<file path="config.mk">
export PLATFORM = sky130hd
export DESIGN_NAME = video_copper
export DESIGN_NICKNAME = d
export VERILOG_FILES = /design/src/rtl/video_pkg.sv /design/src/rtl/vreg_decode.sv /design/src/rtl/video_copper.sv
export SDC_FILE = /design/constraint.sdc
export NUM_CORES = 1
export LEC_CHECK = 0
export ABC_CLOCK_PERIOD_IN_PS = 9400
export CORE_AREA = 2 2 178 180
export DETAILED_ROUTE_END_ITERATION = 6
export DIE_AREA = 0 0 180 182
export PLACE_DENSITY_LB_ADDON = 0.15
export SETUP_SLACK_MARGIN = 0.02
export SYNTH_ARGS = -nofsm -noshare
export SYNTH_HDL_FRONTEND = slang
export SYNTH_SLANG_ARGS = --single-unit
</file>
<file path="constraint.sdc">
create_clock -name clk -period 9.4 [get_ports clk]
set_input_delay 1.41 -clock clk [delete_from_list [all_inputs] [get_ports clk]]
set_output_delay 1.41 -clock clk [all_outputs]
set_load 0.1 [all_outputs]
</file>
<file path="src/rtl/video_pkg.sv">
// Shared definitions for the video copper: command word layout, opcodes,
// sequencer states and the video register index map.
package video_pkg;

  localparam int CMD_W       = 16;
  localparam int CMD_OP_HI   = 15;
  localparam int CMD_OP_LO   = 14;
  localparam int CMD_REG_HI  = 14;
  localparam int CMD_REG_LO  = 8;
  localparam int CMD_DAT_HI  = 7;
  localparam int CMD_DAT_LO  = 0;
  localparam int CMD_LINE_HI = 8;
  localparam int CMD_LINE_LO = 0;

  typedef enum logic [1:0] {
    OP_WRITE      = 2'b00,
    OP_WAIT_LINE  = 2'b10,
    OP_WAIT_FRAME = 2'b11
  } cop_op_t;

  typedef enum logic [1:0] {
    ST_IDLE       = 2'd0,
    ST_WRITE      = 2'd1,
    ST_WAIT_LINE  = 2'd2,
    ST_WAIT_FRAME = 2'd3
  } cop_state_t;

  localparam int NUM_VREGS = 16;

  localparam logic [6:0] VCONF    = 7'h00;
  localparam logic [6:0] VPAGE    = 7'h01;
  localparam logic [6:0] GXOFFSL  = 7'h02;
  localparam logic [6:0] GXOFFSH  = 7'h03;
  localparam logic [6:0] GYOFFSL  = 7'h04;
  localparam logic [6:0] GYOFFSH  = 7'h05;
  localparam logic [6:0] TMPAGE   = 7'h06;
  localparam logic [6:0] T0XOFFSL = 7'h07;
  localparam logic [6:0] T0XOFFSH = 7'h08;
  localparam logic [6:0] T0YOFFSL = 7'h09;
  localparam logic [6:0] T0YOFFSH = 7'h0A;
  localparam logic [6:0] T1XOFFSL = 7'h0B;
  localparam logic [6:0] T1XOFFSH = 7'h0C;
  localparam logic [6:0] T1YOFFSL = 7'h0D;
  localparam logic [6:0] T1YOFFSH = 7'h0E;
  localparam logic [6:0] BORDER   = 7'h0F;

  // Bit 15 clear means WRITE regardless of bit 14 (it is part of the index).
  function automatic cop_op_t cmd_op(input logic [1:0] op_bits);
    if (!op_bits[1])     return OP_WRITE;
    else if (!op_bits[0]) return OP_WAIT_LINE;
    else                 return OP_WAIT_FRAME;
  endfunction

endpackage

</file>
<file path="src/rtl/vreg_decode.sv">
// Turns the registered video write bus into one write strobe per video register.
module vreg_decode
  import video_pkg::*;
(
  input  logic                 i_wr,
  input  logic [6:0]           i_a,
  output logic [NUM_VREGS-1:0] o_strb
);

  localparam logic [6:0] VREG_IDX [NUM_VREGS] = '{
    VCONF, VPAGE, GXOFFSL, GXOFFSH, GYOFFSL, GYOFFSH, TMPAGE, T0XOFFSL,
    T0XOFFSH, T0YOFFSL, T0YOFFSH, T1XOFFSL, T1XOFFSH, T1YOFFSL, T1YOFFSH, BORDER
  };

  for (genvar g = 0; g < NUM_VREGS; g++) begin : g_strb
    assign o_strb[g] = i_wr && (i_a == VREG_IDX[g]);
  end

endmodule

</file>
<file path="src/rtl/video_copper.sv">
// Line-synchronised command sequencer for the video registers, merged with
// direct CPU writes onto a single registered write bus.
module video_copper
  import video_pkg::*;
#(
  parameter int FIFO_DEPTH = 16,
  parameter int NLINES     = 320
) (
  input  logic                 clk,
  input  logic                 res_n,
  input  logic                 cpu_wr,
  input  logic [6:0]           cpu_a,
  input  logic [7:0]           cpu_d,
  input  logic                 cop_push,
  input  logic [CMD_W-1:0]     cop_cmd,
  input  logic                 cop_flush,
  input  logic                 cop_en,
  input  logic                 line_start_s,
  input  logic                 int_start,
  input  logic [8:0]           vcnt,
  output logic                 vreg_wr,
  output logic [6:0]           vreg_a,
  output logic [7:0]           vreg_d,
  output logic                 vreg_src,
  output logic [NUM_VREGS-1:0] vreg_strb,
  output logic                 cop_empty,
  output logic                 cop_full,
  output logic                 cop_busy,
  output logic                 cop_ovf
);

  localparam int AW = $clog2(FIFO_DEPTH);
  localparam int CW = AW + 1;
  localparam logic [8:0] LAST_LINE = 9'(NLINES - 1);

  logic [CMD_W-1:0] r_mem [FIFO_DEPTH];
  logic [AW-1:0]    r_wptr;
  logic [AW-1:0]    r_rptr;
  logic [CW-1:0]    r_count;
  logic             r_ovf;
  cop_state_t       r_state;
  cop_state_t       w_state_nxt;
  logic [14:0]      r_cmd;
  logic             r_vreg_wr;
  logic [6:0]       r_vreg_a;
  logic [7:0]       r_vreg_d;
  logic             r_vreg_src;

  logic             w_empty;
  logic             w_full;
  logic [CMD_W-1:0] w_head;
  logic             w_pop;
  logic             w_push;
  logic             w_issue;
  logic [8:0]       w_target;
  logic             w_line_hit;

  assign w_empty  = (r_count == '0);
  assign w_full   = (r_count == CW'(FIFO_DEPTH));
  assign w_head   = r_mem[r_rptr];
  // A slot freed by this cycle's pop can take this cycle's push, even when full.
  assign w_push   = cop_push && !cop_flush && (!w_full || w_pop);
  assign w_target = r_cmd[CMD_LINE_HI:CMD_LINE_LO];
  // Targets beyond the last visible line are never matched; only int_start frees them.
  assign w_line_hit = line_start_s && (vcnt == w_target) && (w_target <= LAST_LINE);

  always_comb begin
    w_state_nxt = r_state;
    w_pop       = 1'b0;
    w_issue     = 1'b0;
    case (r_state)
      ST_IDLE: begin
        if (cop_en && !w_empty && !cop_flush) begin
          w_pop = 1'b1;
          case (cmd_op(w_head[CMD_OP_HI:CMD_OP_LO]))
            OP_WRITE:     w_state_nxt = ST_WRITE;
            OP_WAIT_LINE: w_state_nxt = ST_WAIT_LINE;
            default:      w_state_nxt = ST_WAIT_FRAME;
          endcase
        end
      end
      ST_WRITE: begin
        if (!cpu_wr && !cop_flush) begin
          w_issue     = 1'b1;
          w_state_nxt = ST_IDLE;
        end
      end
      ST_WAIT_LINE: begin
        if (w_line_hit || int_start) w_state_nxt = ST_IDLE;
      end
      ST_WAIT_FRAME: begin
        if (int_start) w_state_nxt = ST_IDLE;
      end
      default: w_state_nxt = ST_IDLE;
    endcase
    if (cop_flush) w_state_nxt = ST_IDLE;
  end

  always_ff @(posedge clk or negedge res_n) begin
    if (!res_n) r_state <= ST_IDLE;
    else        r_state <= w_state_nxt;
  end

  always_ff @(posedge clk or negedge res_n) begin
    if (!res_n) begin
      r_wptr  <= '0;
      r_rptr  <= '0;
      r_count <= '0;
      r_ovf   <= 1'b0;
    end else if (cop_flush) begin
      r_wptr  <= '0;
      r_rptr  <= '0;
      r_count <= '0;
      r_ovf   <= 1'b0;
    end else begin
      if (w_push) r_wptr <= r_wptr + AW'(1);
      if (w_pop)  r_rptr <= r_rptr + AW'(1);
      if (w_push && !w_pop)      r_count <= r_count + CW'(1);
      else if (!w_push && w_pop) r_count <= r_count - CW'(1);
      if (cop_push && w_full && !w_pop) r_ovf <= 1'b1;
    end
  end

  always_ff @(posedge clk) begin
    if (w_push) r_mem[r_wptr] <= cop_cmd;
  end

  always_ff @(posedge clk) begin
    if (w_pop) r_cmd <= w_head[14:0];
  end

  // CPU always owns the bus; a copper write waits in ST_WRITE until the bus is free.
  always_ff @(posedge clk or negedge res_n) begin
    if (!res_n) begin
      r_vreg_wr  <= 1'b0;
      r_vreg_a   <= '0;
      r_vreg_d   <= '0;
      r_vreg_src <= 1'b0;
    end else if (cpu_wr) begin
      r_vreg_wr  <= 1'b1;
      r_vreg_a   <= cpu_a;
      r_vreg_d   <= cpu_d;
      r_vreg_src <= 1'b0;
    end else if (w_issue) begin
      r_vreg_wr  <= 1'b1;
      r_vreg_a   <= r_cmd[CMD_REG_HI:CMD_REG_LO];
      r_vreg_d   <= r_cmd[CMD_DAT_HI:CMD_DAT_LO];
      r_vreg_src <= 1'b1;
    end else begin
      r_vreg_wr  <= 1'b0;
      r_vreg_src <= 1'b0;
    end
  end

  vreg_decode u_vreg_decode (
    .i_wr   (r_vreg_wr),
    .i_a    (r_vreg_a),
    .o_strb (vreg_strb)
  );

  assign vreg_wr   = r_vreg_wr;
  assign vreg_a    = r_vreg_a;
  assign vreg_d    = r_vreg_d;
  assign vreg_src  = r_vreg_src;
  assign cop_empty = w_empty;
  assign cop_full  = w_full;
  assign cop_busy  = (r_state != ST_IDLE);
  assign cop_ovf   = r_ovf;

endmodule
</file>
==> impl_metrics.yaml <==
outcome:
  outcome: "complete, no violations"
global_route:
  grt_overflow: 0
  antenna_found_initial: 0
  grt_pass1_wl_um: 39400
  grt_pass1_vias: 6392
  grt_start_max_net_pins: 68
  track_usage_pct: 16.1
clock_tree:
  clk_latency_ns: 0.50
  post-cts-setup-buffer-count: 0
  cts_root_buf: "clkbuf_16"
  cts_tree: "yes"
  htree_levels: 2
  cts_buffers: 34
  cts_buffer_depth: 3
  postCtsHoldBufs: 0
  cts_resized: 0
  clkSinkCount: 304
  clk_pin_slew_ns: 0.05
setup_path:
  crit_slowest_cell: "a211oi_4"
  crit_buf_inv: 1
  end_kind: "register"
  critPathLaunchType: "input pin"
  critPathMaxFanout: 24
  path_common_cell: "a21o_1"
  cpPeakStageDelay_ns: 1.05
  worstPathRequired_ns: 9.80
  worst_ep_arrival_time_ns: 4.97
  critical_path_class: "input pin to register"
  crit_family: "compound AO/OA/AOI/OAI gates"
  path_cells: "clkdlybuf4s50_1 > a211oi_4 > or3_1 > ha_1 > a21o_1 > a21o_1 > and3_2 > a211o_1 > a31oi_1"
synth:
  synth_simple_gate_area_share_pct: 4.83
  synthCells: 616
  synth_fp_nets: 674
  synth_cell_type_count: 51
  ys.flop_type: "edfxtp_1"
  synth-adder-area-share_pct: 1.08
  synth_top_family_by_area: "multiplexers"
  muxShareOfSynthArea_pct: 15.7
  syn_area_per_cell_um2: 19.9
  synthArstFlopShare_pct: 10.9
  synth_xor_area_share_pct: 1.07
  yosysWarnings: 0
  synth-edff-count: 271
  synth_compound_area_share_pct: 2.47
  syn_area_um2: 12200
  yosysSeqAreaShare_pct: 73.3
  ys_seq_elements: 304
timing:
  setup_tns_ns: 0
  fin_crit_sh_pct: 48.6
  min_period_ns: 4.57
  fin_ws_ns: 4.83
  finClkSkew_ns: 0.00923
  tightestPinTransition_ns: 1.10
  finalSetupViolations: 0
  rsz0062_at_grt: "false"
  max_slew_margin_pct: 26.6
  timing.fmax_mhz: 219
  slew_viol_final: 0
  hold_violations: 0
flow_run:
  drv_cap: 0
placed_design:
  io_buffers: 84
  dpl_worst_slack_ns: 4.32
  place_congestion: 0.796
  place_hpwl_um: 15800
cells_and_area:
  area_growth_pct: 19.5
  fillers: 2589
  finalNetCount: 781
  antennaDiodeCount: 0
  drive_gt1_share_pct: 21.1
routing:
  drc: 0
  wl_um: 26300
  drtIter0Drc: 507
  postRouteAntennaNets: 0
  wl_per_cell_um: 22.9
  post_drt_via_cell_ratio: 5.28
  drtPass1Iterations: 4
  num_vias: 6077
power:
  switching_share_pct: 27.6
  seqPwrFrac_pct: 44.5
  p_comb_share_pct: 21.5
  ir_drop_mv: 0.112
  p_per_area_nw_per_um2: 250
  total_leakage_power_nw: 4.67
  power.internal_w: 0.00265
  p_clk_share_pct: 34.0
  power_switching_w: 0.00101
floorplanning:
  die_width_um: 180
  core_um2: 31000
  fp.dieH_um: 182
  io_pins: 85
  start_util_pct: 39.5
  row_count: 65
  die_area_um2: 32800
worst_hold_path:
  hold_class: "register to register"
==> cell type report <==
| type | count | area, um^2 | area share [%] |
|---|---|---|---|
| clock inverters | 21 | 150 | 1.03 |
| multi-input cells | 274 | 3100 | 21.2 |
| clock buffers | 40 | 905 | 6.19 |
| flip-flops and latches | 304 | 8970 | 61.4 |
| inverters | 11 | 41.3 | 0.282 |
| well taps | 402 | 503 | 3.44 |
| repair buffers | 98 | 946 | 6.47 |
==> metrics by stage <==
stage,area [um^2],hold slack [ns],instances,power (W),utilization [%]
after global placement,13600,0.514,1089,0.00245,43.8
final,14600,0.527,1150,0.00366,47.2
after CTS,14600,0.531,1150,0.00371,47.2
after floorplan,12200,0.508,616,0.00225,-
after global routing,14600,0.556,1150,0.00382,47.2
after detailed placement,13600,0.523,1089,0.00246,43.8
==> cell usage after synthesis (all sizes together) (2+ instances only) <==
| cell type | instances | area [um^2] |
|---|---|---|
| nand3b | 2 | 15.0 |
| xor2 | 4 | 35.0 |
| a211oi | 2 | 32.5 |
| nand3 | 8 | 40.0 |
| mux4 | 78 | 1760 |
| edfxtp | 271 | 8140 |
| inv | 11 | 41.3 |
| nor3 | 8 | 40.0 |
| and3 | 2 | 13.8 |
| nor2 | 25 | 93.8 |
| nand2 | 32 | 120 |
| and2 | 8 | 50.1 |
| nor2b | 4 | 27.5 |
| a21o | 2 | 15.0 |
| a21oi | 4 | 20.0 |
| nand2b | 8 | 50.1 |
| a22oi | 3 | 22.5 |
| nor4 | 3 | 33.8 |
| o31ai | 3 | 22.5 |
| nor3b | 3 | 27.5 |
| dfrtp | 33 | 826 |
| ha | 9 | 113 |
| o21ai | 20 | 100 |
| a31oi | 2 | 27.5 |
| or2 | 2 | 12.5 |
| mux2i | 15 | 150 |
| clkbuf | 12 | 45.0 |
| buf | 15 | 100 |
| nand4 | 3 | 18.8 |
| xnor2 | 11 | 96.3 |
| or3 | 2 | 12.5 |
==> power groups by stage <==
stage	logic, W	clock network, W	registers, W
CTS	0.000801	0.00128	0.00163
detailed placement	0.000799	0	0.00166
global route	0.000844	0.00133	0.00164
finish	0.000788	0.00125	0.00163
global placement	0.000792	0	0.00166
floorplan	0.000584	0	0.00166
==> tightest hold or removal path, stage by stage, from the launching register on <==
cell and delay (ns):
dfrtp_1 0.37, inv_1 0.06, a21oi_1 0.05
==> registers in the layout, indices dropped and copies added, names as in the netlist <==
signal	count
r_state	2
vreg_src	1
r_count	5
vreg_a	7
r_rptr	4
r_wptr	4
cop_ovf	1
vreg_d	8
vreg_wr	1
r_cmd	15
r_mem	256
==> routing by layer <==
metal / global-route usage (%) / wire length, um / part of all wire, %
met1: 21.3 / 11300 / 43
met2: 27.2 / 13000 / 49
met3: 3.07 / 1460 / 5.6
met4: 4.81 / 573 / 2.2
met5: 0 / 0 / 0
==> cell families after synthesis <==
group                    after synthesis
adder cells (fa/ha/maj)               10
buffers and inverters                 38
AO/OA/AOI/OAI                         41
AND/OR/NAND/NOR                      114
multiplexers                          94
flip-flops                           304
XOR/XNOR                              15
==> cell usage in the layout (no fill, tap or decap), types with 9 or more instances in the layout <==
cell type | synthesis | layout
clkinv_1 | 0 | 9
o21ai_0 | 19 | 19
inv_1 | 11 | 11
dfrtp_1 | 33 | 31
nor2_1 | 25 | 25
ha_1 | 9 | 9
mux2i_1 | 15 | 15
edfxtp_1 | 271 | 271
nand2_1 | 32 | 32
xnor2_1 | 11 | 11
clkbuf_16 | 0 | 35
mux4_2 | 78 | 78
clkdlybuf4s50_1 | 0 | 84
buf_4 | 5 | 14
==> final timing paths <==
check / from / end / slack (ns) / depth (start not counted)
min in group asynchronous: res_n / cop_ovf / 1.32 / 2
setup reg to reg: r_state[1] / r_count[4] / 5.74 / 9
max in group asynchronous: res_n / r_rptr[0] / 7.73 / 2
setup / recovery: cop_flush / r_count[4] / 4.83 / 9
hold reg to reg: cop_ovf / cop_ovf / 0.53 / 2
hold / removal: cop_ovf / cop_ovf / 0.53 / 2
Power figures use the tool's default switching activity.
